$ cat config.mk
export PLATFORM = sky130hd
export DESIGN_NAME = game_end_of_game_timer
export DESIGN_NICKNAME = d
export VERILOG_FILES = /design/src/rtl/game_end_of_game_timer.sv
export SDC_FILE = /design/constraint.sdc
export NUM_CORES = 1
export LEC_CHECK = 0
export ABC_AREA = 1
export BUFFER_PORTS_ARGS = -buffer_cell sky130_fd_sc_hd__buf_2
export CORE_MARGIN = 2
export CORE_UTILIZATION = 40
export CTS_BUF_LIST = sky130_fd_sc_hd__clkbuf_8
export DETAILED_ROUTE_END_ITERATION = 6
export PLACE_DENSITY = 0.65
export SLEW_MARGIN = 0
export SYNTH_ARGS = -nofsm -noshare
export SYNTH_HDL_FRONTEND = slang
export SYNTH_SLANG_ARGS = --single-unit
export TNS_END_PERCENT = 5
$ cat constraint.sdc
create_clock -name clk -period 3.55 [get_ports clk]
set_clock_uncertainty 0.05 [all_clocks]
set_input_delay 0.1775 -clock clk [delete_from_list [all_inputs] [get_ports clk]]
set_output_delay 0.1775 -clock clk [all_outputs]
set_load 0.01 [all_outputs]
$ cat src/rtl/game_end_of_game_timer.sv
// game_end_of_game_timer: end-of-game countdown beside the game master FSM.
// A start pulse loads DURATION_SEC and counts down once per CLK_HZ cycles.
// It reports running/expired to the FSM, and the remaining seconds in binary
// and BCD to the display.
// Optional feature: define GAME_TIMER_WARNING_EN to build the 2 Hz warning
// blink for the last WARN_SEC seconds. Without it, warning is always 0.
module game_end_of_game_timer #(
    parameter int CLK_HZ       = 50_000_000,
    parameter int DURATION_SEC = 30,
    parameter int WARN_SEC     = 5
) (
    input  logic       clk,
    input  logic       rst,
    input  logic       start,
    input  logic       pause,
    output logic       running,
    output logic       expired,
    output logic [6:0] seconds_left,
    output logic [3:0] bcd_tens,
    output logic [3:0] bcd_ones,
    output logic       warning
);

    localparam int            PW         = (CLK_HZ > 1) ? $clog2(CLK_HZ) : 1;
    localparam logic [PW-1:0] PRE_LAST   = PW'(CLK_HZ - 1);
    localparam logic [6:0]    DUR        = 7'(DURATION_SEC);
    localparam logic [3:0]    DUR_TENS   = 4'(DURATION_SEC / 10);
    localparam logic [3:0]    DUR_ONES   = 4'(DURATION_SEC % 10);
    localparam logic [6:0]    WARN_LIMIT = 7'(WARN_SEC);
    localparam bit            ZERO_DUR   = (DURATION_SEC == 0);

    typedef enum logic [1:0] {
        IDLE,
        RUN,
        EXPIRE
    } state_t;

    state_t        state;
    state_t        state_next;
    logic [PW-1:0] prescaler;
    logic [PW-1:0] prescaler_next;
    logic [6:0]    seconds_next;
    logic [3:0]    tens_next;
    logic [3:0]    ones_next;
    logic          running_next;
    logic          expired_next;
    logic          warning_next;
    logic          blink_next;
    logic          tick;
    logic          last_tick;

    // One-second tick: only while counting and not paused.
    assign tick      = (state == RUN) && !pause && (prescaler == PRE_LAST);
    // The tick that takes the count to zero. The <= also covers a stray 0 while in RUN.
    assign last_tick = tick && (seconds_left <= 7'd1);

    // State register plus registered outputs. Reset aborts without an expired pulse.
    always_ff @(posedge clk) begin
        if (!rst) begin
            state        <= IDLE;
            prescaler    <= '0;
            seconds_left <= '0;
            bcd_tens     <= '0;
            bcd_ones     <= '0;
            running      <= 1'b0;
            expired      <= 1'b0;
            warning      <= 1'b0;
        end else begin
            state        <= state_next;
            prescaler    <= prescaler_next;
            seconds_left <= seconds_next;
            bcd_tens     <= tens_next;
            bcd_ones     <= ones_next;
            running      <= running_next;
            expired      <= expired_next;
            warning      <= warning_next;
        end
    end

    // Next state. start beats any tick or expiry on the same edge.
    always_comb begin
        state_next = state;
        if (start) begin
            state_next = ZERO_DUR ? EXPIRE : RUN;
        end else begin
            case (state)
                IDLE:    state_next = IDLE;
                RUN:     if (last_tick) state_next = EXPIRE;
                EXPIRE:  state_next = IDLE;
                default: state_next = IDLE;
            endcase
        end
    end

    // Next values of the prescaler and the registered outputs.
    // Everything holds unless a start, a count step or the end of the count changes it.
    always_comb begin
        prescaler_next = prescaler;
        seconds_next   = seconds_left;
        tens_next      = bcd_tens;
        ones_next      = bcd_ones;
        running_next   = running;
        expired_next   = 1'b0;
        if (start) begin
            prescaler_next = '0;
            seconds_next   = DUR;
            tens_next      = DUR_TENS;
            ones_next      = DUR_ONES;
            running_next   = !ZERO_DUR;
            expired_next   = ZERO_DUR;
        end else begin
            case (state)
                RUN: begin
                    if (!pause) begin
                        if (tick) begin
                            prescaler_next = '0;
                            if (last_tick) begin
                                seconds_next = '0;
                                tens_next    = '0;
                                ones_next    = '0;
                                running_next = 1'b0;
                                expired_next = 1'b1;
                            end else begin
                                seconds_next = seconds_left - 7'd1;
                                // BCD decrements alongside the binary count, so no divider is needed
                                if (bcd_ones == 4'd0) begin
                                    ones_next = 4'd9;
                                    tens_next = bcd_tens - 4'd1;
                                end else begin
                                    ones_next = bcd_ones - 4'd1;
                                end
                            end
                        end else begin
                            prescaler_next = prescaler + 1'b1;
                        end
                    end
                end
                EXPIRE: begin
                    running_next = 1'b0;
                end
                default: begin
                end
            endcase
        end
    end

`ifdef GAME_TIMER_WARNING_EN
    localparam int            QCYC   = (CLK_HZ / 4 > 0) ? CLK_HZ / 4 : 1;
    localparam int            BW     = (QCYC > 1) ? $clog2(QCYC) : 1;
    localparam logic [BW-1:0] Q_LAST = BW'(QCYC - 1);

    logic [BW-1:0] blink_cnt;
    logic [BW-1:0] blink_cnt_next;
    logic          blink;

    // Blink divider: cleared on start, advances only while counting unpaused.
    always_comb begin
        blink_cnt_next = blink_cnt;
        blink_next     = blink;
        if (start) begin
            blink_cnt_next = '0;
            blink_next     = 1'b0;
        end else if (state == RUN && !pause) begin
            if (blink_cnt == Q_LAST) begin
                blink_cnt_next = '0;
                blink_next     = !blink;
            end else begin
                blink_cnt_next = blink_cnt + 1'b1;
            end
        end
    end

    // Blink divider registers.
    always_ff @(posedge clk) begin
        if (!rst) begin
            blink_cnt <= '0;
            blink     <= 1'b0;
        end else begin
            blink_cnt <= blink_cnt_next;
            blink     <= blink_next;
        end
    end
`else
    assign blink_next = 1'b0;
`endif

    // Warning is computed from next values so it lines up with the digits it qualifies.
    always_comb begin
        warning_next = running_next && (seconds_next <= WARN_LIMIT) && blink_next;
    end

endmodule

==> reports/results.ini, run 1 <==
[global_routing]
grt_pass1_vias=2325
grt_max_degree=16
grt_remaining_overflow=0
antenna_found_initial=0
grt_pass1_wl_um=10600
use_met3_pct=3.62
grtUsageTotal_pct=17.8
top_usage_layer=met2
grtUsageMet2_pct=27.1
grtUsageMet1_pct=24.5

[worst_hold_path]
hp-class=primary input to flip-flop
hold_end=bcd_tens[0]
worst_hold_startpoint=rst
worst_hold_path.num_cells=3

[drt]
avgRoutedWirePerCell_um=11.9
drt.antenna.violating_nets=0
drt_iter0_drc=124
firstDrtPassIters=4
drc_errors=0
wl_um=6160
vias_per_cell=5.00
via_count=2580

[logic_synthesis]
synth_area_leader_cell=dfxtp_1
synth.yosys.seq_area_share_pct=33.2
synthTopCellsByArea=dfxtp_1 (33%), nand2_1 (14%), inv_1 (8.2%), nor2_1 (7.5%), nand3_1 (4.8%)
synthCells=412
syn_nets=422
syn_avg_cell_area_um2=6.59
syn_area_mm2=0.00271
synth_seq_cells=45
yosysTopAreaCellShare_pct=33.2
synth.distinct_cells=35
yosys_warnings=0

[clock_network]
cts.reportedPaths.clkPinSlew_ns=0.08
post_cts.repair.setup_buffers=0
clk_root_buffer_cell=clkbuf_8
cts_tree=done
cts_hold_buf=0
cts.sinks=45
numCtsBuffers=5
insertion_delay_ns=0.31
cts.repair.resized=0
h-tree-depth=2
clock_path_buffers=2

[layout]
num_antenna_cells=0
fin_util_pct=45.3
drive_above_1_share_pct=14.7
fillCellCount=685
final_net_count=445
syn2layout_area_growth_pct=11.6
layout_commonest_cell=nand2_1
regArea_um2=901
multi_input_area_mm2=0.00155
layout_common_cells=nand2_1 (99), inv_1 (59), nor2_1 (54)

[setup_path]
timing.rr.start=state[1]
crit_chain=nor3_2, nand2_1, nor2_1, nand2_1, nor2_1, nand2_1, xor2_1, nor2_1
setup.worst_path.start_class=flip-flop
cp.required_ns=3.68
critPathBufInv=0
arrival_ns=2.22
rr_worst_depth=8
r2r-end=prescaler[18]
critPathTopFamily=simple AND/OR/NAND/NOR gates
slowest_delay_ns=0.68
slowest_stage=nor3_2
r2r_slack_ns=1.46
cp-end-kind=flip-flop
crit_cells=8
crit_fanout=11
crit_type=flip-flop to flip-flop

[floorplan]
initial_core_util_pct=40.6
die_area_mm2=0.00746
die_h_um=86.4
die_w_um=86.4
core_mm2=0.00668
num_rows=30
io_pins=22

[sta]
finalSetupViolCount=0
slew_violations=0
timing.final.crit_period_ns=2.09
rsz0062_at_grt=no
setup_tns_ns=0
slew_headroom_pct=45.6
fin_crit_sh_pct=58.8
tightest_slew_ns=0.811
timing.fmax_mhz=479
hold_viol_final=0
setup_ws_ns=1.46

[power_and_ir_drop]
ir_worst_vdd_mv=0.200
leakage_nw=1.33
power.total_mw=1.05
power_density_mw_per_mm2=348

[place]
port_buffers=20
gp_congestion=0.953
hpwl_um=4920
dpl_worst_slack_ns=1.48

[status]
status=finished clean

[run]
drv_cap=0

-- through the flow --
step | instances | hold WS, ns | instance area (um2)
finish | 516 | 0.0768 | 3030
global route | 516 | 0.0716 | 3030
CTS | 516 | 0.0619 | 3030
detailed placement | 508 | 0.389 | 2890
global placement | 508 | 0.385 | 2890
floorplan | 412 | 0.248 | 2710
-- registers in the layout, indices dropped and copies added (netlist names) --
signal / flops
bcd_tens: 4
seconds_left: 7
state: 2
expired: 1
prescaler: 26
running: 1
bcd_ones: 4
-- Yosys cell counts, drive strengths merged --
| master | instances |
|---|---|
| a211oi | 3 |
| a21oi | 26 |
| and3 | 1 |
| buf | 2 |
| clkbuf | 2 |
| conb | 1 |
| dfxtp | 45 |
| ha | 6 |
| inv | 64 |
| nand2 | 106 |
| nand3 | 29 |
| nand3b | 1 |
| nand4 | 9 |
| nor2 | 64 |
| nor3 | 20 |
| nor3b | 2 |
| nor4 | 3 |
| o211a | 1 |
| o211ai | 1 |
| o21a | 2 |
| o21ai | 15 |
| xnor2 | 1 |
| xor2 | 8 |
-- tightest hold or removal path, delay by kind of cell --
kind / cells / cell delay, ns
buf+inv: 1 / 0.12
simple gates: 2 / 0.09
-- routing by layer --
| layer | vias to the layer above | part of all wire (%) |
|---|---|---|
| li1 | 1357 | - |
| met1 | 1155 | 48 |
| met2 | 57 | 45 |
| met3 | 11 | 5.0 |
| met4 | 0 | 2.0 |
| met5 | - | 0 |
-- report_power, final --
group          switching, mW  leakage, nW  internal, mW
clock                  0.187       0.0687         0.283
sequential           0.00650        0.365         0.511
combinational         0.0454        0.900        0.0214
total                  0.239         1.33         0.816
-- layout make-up --
| class | count | area share, % |
|---|---|---|
| clock inverters | 3 | 2.27 |
| repair buffers | 20 | 3.30 |
| inverters | 64 | 7.93 |
| multi-input cells | 299 | 51.2 |
| clock buffers | 5 | 2.27 |
| well taps | 80 | 3.30 |
| flip-flops and latches | 45 | 29.7 |
-- how the worst max path moves through the flow --
| stage | slack (ns) | to | startpoint |
|---|---|---|---|
| floorplan | 1.95 | bcd_tens[3] | prescaler[0] |
| global placement | 1.57 | prescaler[18] | state[1] |
| detailed placement | 1.48 | prescaler[18] | state[1] |
| CTS | 1.45 | prescaler[18] | state[1] |
| global route | 1.18 | prescaler[18] | state[1] |
| finish | 1.46 | prescaler[18] | state[1] |
-- kinds of logic (layout without fill, tap and decap cells) --
group | after synthesis | count (layout) | share of synthesized area [%]
XOR/XNOR | 9 | 9 | 2.90
buffers and inverters | 68 | 92 | 9.68
flip-flops | 45 | 45 | 33.2
AO/OA/AOI/OAI | 48 | 48 | 10.1
other | 1 | 1 | 0.138
adder cells (fa/ha/maj) | 6 | 6 | 2.77
AND/OR/NAND/NOR | 235 | 235 | 41.2
Note: power is estimated with default switching activity, not from simulation.
==> run 2: changes to the inputs <==
--- a/config.mk
+++ b/config.mk
@@ -5,13 +5,13 @@
 export SDC_FILE = /design/constraint.sdc
 export NUM_CORES = 1
 export LEC_CHECK = 0
-export ABC_AREA = 1
+export ABC_AREA = 0
 export BUFFER_PORTS_ARGS = -buffer_cell sky130_fd_sc_hd__buf_2
 export CORE_MARGIN = 2
 export CORE_UTILIZATION = 40
 export CTS_BUF_LIST = sky130_fd_sc_hd__clkbuf_8
 export DETAILED_ROUTE_END_ITERATION = 6
-export PLACE_DENSITY = 0.65
+export PLACE_DENSITY = 0.66
 export SLEW_MARGIN = 0
 export SYNTH_ARGS = -nofsm -noshare
 export SYNTH_HDL_FRONTEND = slang
==> constraint.sdc (replaced) <==
create_clock -name clk -period 2.1 [get_ports clk]
set_clock_uncertainty 0.05 [all_clocks]
set_input_delay 0.105 -clock clk [delete_from_list [all_inputs] [get_ports clk]]
set_output_delay 0.105 -clock clk [all_outputs]
set_load 0.01 [all_outputs]
==> run 2 against run 1 <==
  * The flow now finishes with violations (setup timing)
  * Final cell count fell by 26%
  * Maximum frequency fell by 3.9%
  * Clock power rose by 45%
  * Final area fell by 7.7%
  * Total power rose by 58%
  * Via count fell by 24%
  * Global-route usage fell by 0.72 points
  * Worst hold slack improved by 0.0059 ns
==> reports/results.ini, run 2 <==
[layout]
design_area_mm2=0.00280  ; was 0.00303 mm2
fin_cells=381  ; was 516
largest_register=prescaler  ; unchanged
layout_common_cells=nor2_1 (43), dfxtp_1 (43), buf_4 (31)  ; was nand2_1 (99), inv_1 (59), nor2_1 (54)
largest_reg_flops=26  ; unchanged
fillCellCount=538  ; was 685
drive_above_1_share_pct=27.8  ; was 14.7%
syn2layout_area_growth_pct=24.4  ; was 11.6%
num_antenna_cells=0  ; unchanged
final_net_count=318  ; was 445
reg.largest.list=prescaler (26), seconds_left (7)  ; unchanged
fin_util_pct=51.1  ; was 45.3%

[setup_path]
crit_type=flip-flop to flip-flop  ; unchanged
timing.rr.start=prescaler[9]  ; was state[1]
r2r-end=bcd_ones[2]  ; was prescaler[18]
rr_worst_depth=6  ; was 8
cp.required_ns=2.29  ; was 3.68 ns
r2r_slack_ns=-0.07  ; was 1.46 ns
crit_top_cell=or4b_4
crit_fanout=4  ; was 11
slowest_stage=or4b_4  ; was nor3_2
setup.worst_path.start_class=flip-flop  ; unchanged
cp-end-kind=flip-flop  ; unchanged
arrival_ns=2.36  ; was 2.22 ns
crit_chain=or4b_4, nor4_4, buf_4, and3_4, or4b_4, a21oi_2  ; was nor3_2, nand2_1, nor2_1, nand2_1, nor2_1, nand2_1, xor2_1, nor2_1
slowest_delay_ns=0.54  ; was 0.68 ns

[drt]
wl_met2_um=2270  ; was 2750 um
wl_um=4850  ; was 6160 um
drc_errors=0  ; unchanged
via_count=1965  ; was 2580
drt.antenna.violating_nets=0  ; unchanged
wl_met1_um=2340  ; was 2980 um
firstDrtPassIters=4  ; unchanged
met3_length_um=157  ; was 309 um
avgRoutedWirePerCell_um=12.7  ; was 11.9 um
highest_layer=met4  ; unchanged
drt_iter0_drc=75  ; was 124
vias_per_cell=5.16  ; was 5.00

[worst_hold_path]
hp-class=primary input to flip-flop  ; unchanged
worst_hold_path.num_cells=2  ; was 3
hold_end=seconds_left[2]  ; was bcd_tens[0]
worst_hold_startpoint=rst  ; unchanged

[place]
gp_congestion=0.758  ; was 0.953
dpl_cell_area_mm2=0.00259  ; was 0.00289 mm2
port_buffers=20  ; unchanged
dp_cells=369  ; was 508
hpwl_um=3390  ; was 4920 um
dpl_worst_slack_ns=-0.136  ; was 1.48 ns

[clock_network]
cts.reportedPaths.clkPinSlew_ns=0.09  ; was 0.08 ns
insertion_delay_ns=0.30  ; was 0.31 ns
clk_root_buffer_cell=clkbuf_8  ; unchanged
clock_path_buffers=2  ; unchanged
numCtsBuffers=5  ; unchanged
cts_tree=done  ; unchanged
h-tree-depth=2  ; unchanged
cts.sinks=45  ; unchanged

[sta]
slew_violations=0  ; unchanged
setup_tns_ns=-0.281  ; was 0 ns
tightest_slew_ns=0.688  ; was 0.811 ns
slew_headroom_pct=54.1  ; was 45.6%
whs_ns=0.0827  ; was 0.0768 ns
timing.fmax_mhz=460  ; was 479 MHz
setup_ws_ns=-0.0730  ; was 1.46 ns
hold_viol_final=0  ; unchanged
finalSetupViolCount=6  ; was 0
rsz0062_at_grt=yes  ; was no
fin_crit_sh_pct=103  ; was 58.8%
timing.final.crit_period_ns=2.17  ; was 2.09 ns

[logic_synthesis]
syn_area_mm2=0.00225  ; was 0.00271 mm2
syn_nets=270  ; was 422
synth_top_family_by_area=simple AND/OR/NAND/NOR gates  ; unchanged
synthTopCellsByArea=dfxtp_1 (40%), xor2_1 (7.4%), nor2_1 (7.2%), nand2_1 (3.5%), a21oi_1 (3.3%)  ; was dfxtp_1 (33%), nand2_1 (14%), inv_1 (8.2%), nor2_1 (7.5%), nand3_1 (4.8%)
syn_avg_cell_area_um2=8.64  ; was 6.59 um2
yosys_warnings=0  ; unchanged
synth_fa_ha_area_share_pct=3.34  ; was 2.77%
synth.area.mux_share_pct=0.445  ; was 0%
synth_flop_cell=dfxtp_1  ; unchanged
synth_seq_cells=45  ; unchanged
synthSimpleGateAreaFrac_pct=31.1  ; was 41.2%
synthCells=260  ; was 412
synth_compound_area_share_pct=10.5  ; was 10.1%
yosysTopAreaCellShare_pct=40.1  ; was 33.2%
synth.yosys.seq_area_share_pct=40.1  ; was 33.2%
ys_async_sr_fraction_pct=0  ; unchanged
synth_edf_count=0  ; unchanged
synth_xor_area_share_pct=9.35  ; was 2.90%
yosysMostFrequentCell=dfxtp_1  ; was nand2_1
synth.distinct_cells=48  ; was 35
synth_area_leader_cell=dfxtp_1  ; unchanged
synthTopCellsByCount=dfxtp_1 (45), nor2_1 (43), nand2_1 (21)  ; was nand2_1 (99), inv_1 (59), nor2_1 (54)

[global_routing]
grt_pass1_vias=1889  ; was 2325
grtUsageTotal_pct=17.0  ; was 17.8%
antenna_found_initial=0  ; unchanged
grt_remaining_overflow=0  ; unchanged
grt_pass1_wl_um=8560  ; was 10600 um
grt_max_degree=25  ; was 16

[floorplan]
io_pins=22  ; unchanged
die_area_mm2=0.00623  ; was 0.00746 mm2
core_mm2=0.00547  ; was 0.00668 mm2
die_h_um=79.0  ; was 86.4 um
die_w_um=79.0  ; was 86.4 um
num_rows=27  ; was 30
initial_core_util_pct=41.1  ; was 40.6%

[status]
violations=setup timing
status=finished, violations left  ; was finished clean

[power_and_ir_drop]
ir_worst_vdd_mv=0.463  ; was 0.200 mV
power_density_mw_per_mm2=595  ; was 348 mW/mm2
power.total_mw=1.66  ; was 1.05 mW
leakage_nw=1.09  ; was 1.33 nW

[run]
drv_cap=0  ; unchanged

[run 2: cell count changes after synthesis, sizes merged, moves of 4 or more]
cell   delta
nand2    -85
xor2     +11
nor2     -21
xnor2     +4
and3      +4
nand3    -23
nor3     -14
o31a      +4
inv      -54
buf       +4
o21ai     -6
a21oi    -11
or3b      +4
or4b      +4
[run 2: metal layers]
metal  GRT usage, %  up-vias
met5              0        -
met4           6.90        0
met3           3.41        9
met2           27.3       39
met1           22.6      920
li1               -      997
[run 2: worst max path at each step]
stage | from | endpoint | slack, ns | cells past startpoint
detailed placement | prescaler[9] | seconds_left[6] | -0.14 | 5
floorplan | prescaler[9] | bcd_tens[2] | -0.008 | 5
CTS | prescaler[8] | bcd_ones[2] | -0.06 | 6
global route | prescaler[9] | seconds_left[5] | -0.17 | 6
finish | prescaler[9] | bcd_ones[2] | -0.07 | 6
global placement | prescaler[9] | seconds_left[6] | -0.08 | 5
[run 2: final cells by class]
cell class	count	area (um2)	share of cell area, %
Clock buffer	6	82.6	2.95
Clock inverter	2	33.8	1.21
Inverter	10	37.5	1.34
Timing Repair Buffer	52	353	12.6
Multi-Input combinational cell	194	1290	46.3
Tap cell	72	90.1	3.22
Sequential cell	45	903	32.3
[run 2: timing repair]
action | in CTS | in global routing
pin swaps | 10 | 1
endpoints found under the setup margin | 35 | 39
gates resized for setup | 2 | 16
hold buffers | 0 | 0
buffers inserted | 3 | 1
[run 2: cells by family (layout without fill, tap and decap cells)]
group           after synthesis  after routing
simple gates                124            124
flops                        45             45
compound gates               38             38
xor+xnor                     24             24
buf+inv                      21             70
fa+ha+maj                     6              6
other cells                   1              1
mux                           1              1
[run 2: worst max-delay path, delay by kind of cell, from the launching register on]
family / cells / cell delay, ns
buf+inv: 1 / 0.18
simple gates: 4 / 1.45
flops: 1 / 0.32
compound gates: 1 / 0.11
[run 2: where the power goes]
| group | leakage [nW] | switching (mW) | internal, mW | total [mW] |
|---|---|---|---|---|
| clock | 0.0626 | 0.298 | 0.383 | 0.682 |
| combinational | 0.658 | 0.0639 | 0.0413 | 0.105 |
| sequential | 0.366 | 0.0136 | 0.864 | 0.878 |
==> run 3: changes to the inputs <==
--- a/config.mk
+++ b/config.mk
@@ -12,6 +12,7 @@
 export CTS_BUF_LIST = sky130_fd_sc_hd__clkbuf_8
 export DETAILED_ROUTE_END_ITERATION = 6
 export PLACE_DENSITY = 0.66
+export RECOVER_POWER = 50
 export SLEW_MARGIN = 0
 export SYNTH_ARGS = -nofsm -noshare
 export SYNTH_HDL_FRONTEND = slang
==> run 3 against run 2 <==
  * The run still ends with setup timing left
  * Die area did not move
  * Critical path depth did not move
  * Routed wire length rose by 0.74%
  * Global-route usage did not move
  * Setup slack improved by 0.00073 ns
  * Clock power barely moved
  * Core utilization fell by 0.25 points
  * Combinational power barely moved
  * Sequential power barely moved
  * Register-to-register slack barely moved
==> reports/results.ini, run 3 (synthesis gave the netlist of run 2 again) <==
[sta]
setup_tns_ns=-0.282  ; was -0.281 ns
slew_headroom_pct=53.2  ; was 54.1%
timing.fmax_mhz=460  ; about the same
rsz0062_at_grt=yes  ; unchanged
whs_ns=0.0792  ; was 0.0827 ns
timing.final.crit_period_ns=2.17  ; about the same
setup_ws_ns=-0.0723  ; was -0.0730 ns
slew_violations=0  ; unchanged
tightest_slew_ns=0.702  ; was 0.688 ns
hold_viol_final=0  ; unchanged
fin_crit_sh_pct=103  ; about the same
finalSetupViolCount=5  ; was 6

[setup_path]
r2r_slack_ns=-0.07  ; about the same
arrival_ns=2.36  ; about the same
crit_chain=or4b_4, nor4_4, buf_4, and3_4, or4b_4, a21oi_2  ; unchanged
cp.required_ns=2.29  ; about the same
r2r-end=bcd_ones[2]  ; unchanged
crit_top_cell=or4b_4  ; unchanged
crit_fanout=4  ; unchanged
setup.worst_path.start_class=flip-flop  ; unchanged
slowest_stage=or4b_4  ; unchanged
cp-end-kind=flip-flop  ; unchanged
crit_type=flip-flop to flip-flop  ; unchanged
critPathTopFamily=simple AND/OR/NAND/NOR gates  ; unchanged
timing.rr.start=prescaler[9]  ; unchanged
critPathBufInv=1  ; unchanged
rr_worst_depth=6  ; unchanged
slowest_delay_ns=0.54  ; about the same

[layout]
fin_cells=381  ; unchanged
reg.largest.list=prescaler (26), seconds_left (7)  ; unchanged
fin_util_pct=50.8  ; was 51.1%
syn2layout_area_growth_pct=23.8  ; was 24.4%
largest_register=prescaler  ; unchanged
largest_reg_flops=26  ; unchanged
layout_common_cells=nor2_1 (43), dfxtp_1 (43), buf_4 (31)  ; unchanged
drive_above_1_share_pct=24.3  ; was 27.8%
num_antenna_cells=0  ; unchanged
design_area_mm2=0.00278  ; was 0.00280 mm2
final_net_count=318  ; unchanged

[clock_network]
insertion_delay_ns=0.30  ; about the same
numCtsBuffers=5  ; unchanged
cts_hold_buf=0  ; unchanged
clk_root_buffer_cell=clkbuf_8  ; unchanged
cts.reportedPaths.clkPinSlew_ns=0.09  ; about the same
h-tree-depth=2  ; unchanged
cts_tree=done  ; unchanged
clock_path_buffers=2  ; unchanged
cts.sinks=45  ; unchanged

[place]
gp_congestion=0.758  ; unchanged
dp_cells=369  ; unchanged
port_buffers=20  ; unchanged
dpl_worst_slack_ns=-0.136  ; unchanged
dpl_cell_area_mm2=0.00259  ; unchanged
hpwl_um=3390  ; unchanged

[drt]
wl_um=4890  ; was 4850 um
firstDrtPassIters=4  ; unchanged
via_count=1974  ; was 1965
vias_per_cell=5.18  ; was 5.16
drt.antenna.violating_nets=0  ; unchanged
drc_errors=0  ; unchanged
drt_iter0_drc=74  ; was 75
avgRoutedWirePerCell_um=12.8  ; was 12.7 um

[worst_hold_path]
worst_hold_path.num_cells=2  ; unchanged
worst_hold_startpoint=rst  ; unchanged
hold_end=seconds_left[2]  ; unchanged
hp-class=primary input to flip-flop  ; unchanged

[status]
status=finished, violations left  ; unchanged
violations=setup timing  ; unchanged

[power_and_ir_drop]
ir_worst_vdd_mv=0.464  ; was 0.463 mV
power.total_mw=1.66  ; about the same
leakage_nw=1.04  ; was 1.09 nW
power_density_mw_per_mm2=598  ; was 595 mW/mm2

[floorplan]
core_mm2=0.00547  ; unchanged
num_rows=27  ; unchanged
die_w_um=79.0  ; unchanged
initial_core_util_pct=41.1  ; unchanged
die_area_mm2=0.00623  ; unchanged
io_pins=22  ; unchanged
die_h_um=79.0  ; unchanged

[global_routing]
grt_pass1_wl_um=8560  ; unchanged
grt_max_degree=25  ; unchanged
grtUsageTotal_pct=17.0  ; unchanged
grt_remaining_overflow=0  ; unchanged
grt_pass1_vias=1889  ; unchanged
antenna_found_initial=0  ; unchanged

[run]
drv_cap=0  ; unchanged

==> run 3: changes by cell type in the layout (fill, tap and decap cells not counted) <==
cell      before  now
clkbuf_1       0   11
buf_2         20    9
==> run 3: worst max-delay path by stage <==
stage,startpoint,to,slack [ns],depth (start not counted)
2_1_floorplan,prescaler[9],bcd_tens[2],-0.008,5
3_3_place_gp,prescaler[9],seconds_left[6],-0.08,5
3_5_place_dp,prescaler[9],seconds_left[6],-0.14,5
4_1_cts,prescaler[8],bcd_ones[2],-0.06,6
5_1_grt,prescaler[9],seconds_left[5],-0.17,6
6_report,prescaler[9],bcd_ones[2],-0.07,6
==> run 3: power breakdown <==
group	switching [mW]	internal, mW	total (mW)
combinational	0.0644	0.0399	0.104
sequential	0.0138	0.864	0.878
clock	0.299	0.383	0.682
==> run 3: timing repair <==
| item | 4_1_cts | 5_1_grt |
|---|---|---|
| pin swaps | 10 | 1 |
| setup endpoints to repair | 35 | 39 |
| resized for setup | 2 | 16 |
| buffers inserted | 3 | 1 |
| endpoints found under the hold margin | 0 | 0 |
==> run 3: area by class of cell <==
| class | instances | area [um2] |
|---|---|---|
| tap | 72 | 90.1 |
| multi-input combinational | 194 | 1290 |
| inverter | 10 | 37.5 |
| sequential | 45 | 903 |
| fill | 546 | 2690 |
| clock buffer | 6 | 82.6 |
| timing repair buffer | 52 | 339 |
| clock inverter | 2 | 33.8 |
==> run 3: routing by layer <==
| layer | wire length [um] | global-route usage, % | share of wire, % | up-vias |
|---|---|---|---|---|
| li1 | - | - | - | 999 |
| met1 | 2380 | 22.6 | 49 | 933 |
| met2 | 2290 | 27.3 | 47 | 33 |
| met3 | 134 | 3.41 | 2.7 | 9 |
| met4 | 85 | 6.90 | 1.7 | 0 |
| met5 | 0 | 0 | 0 | - |
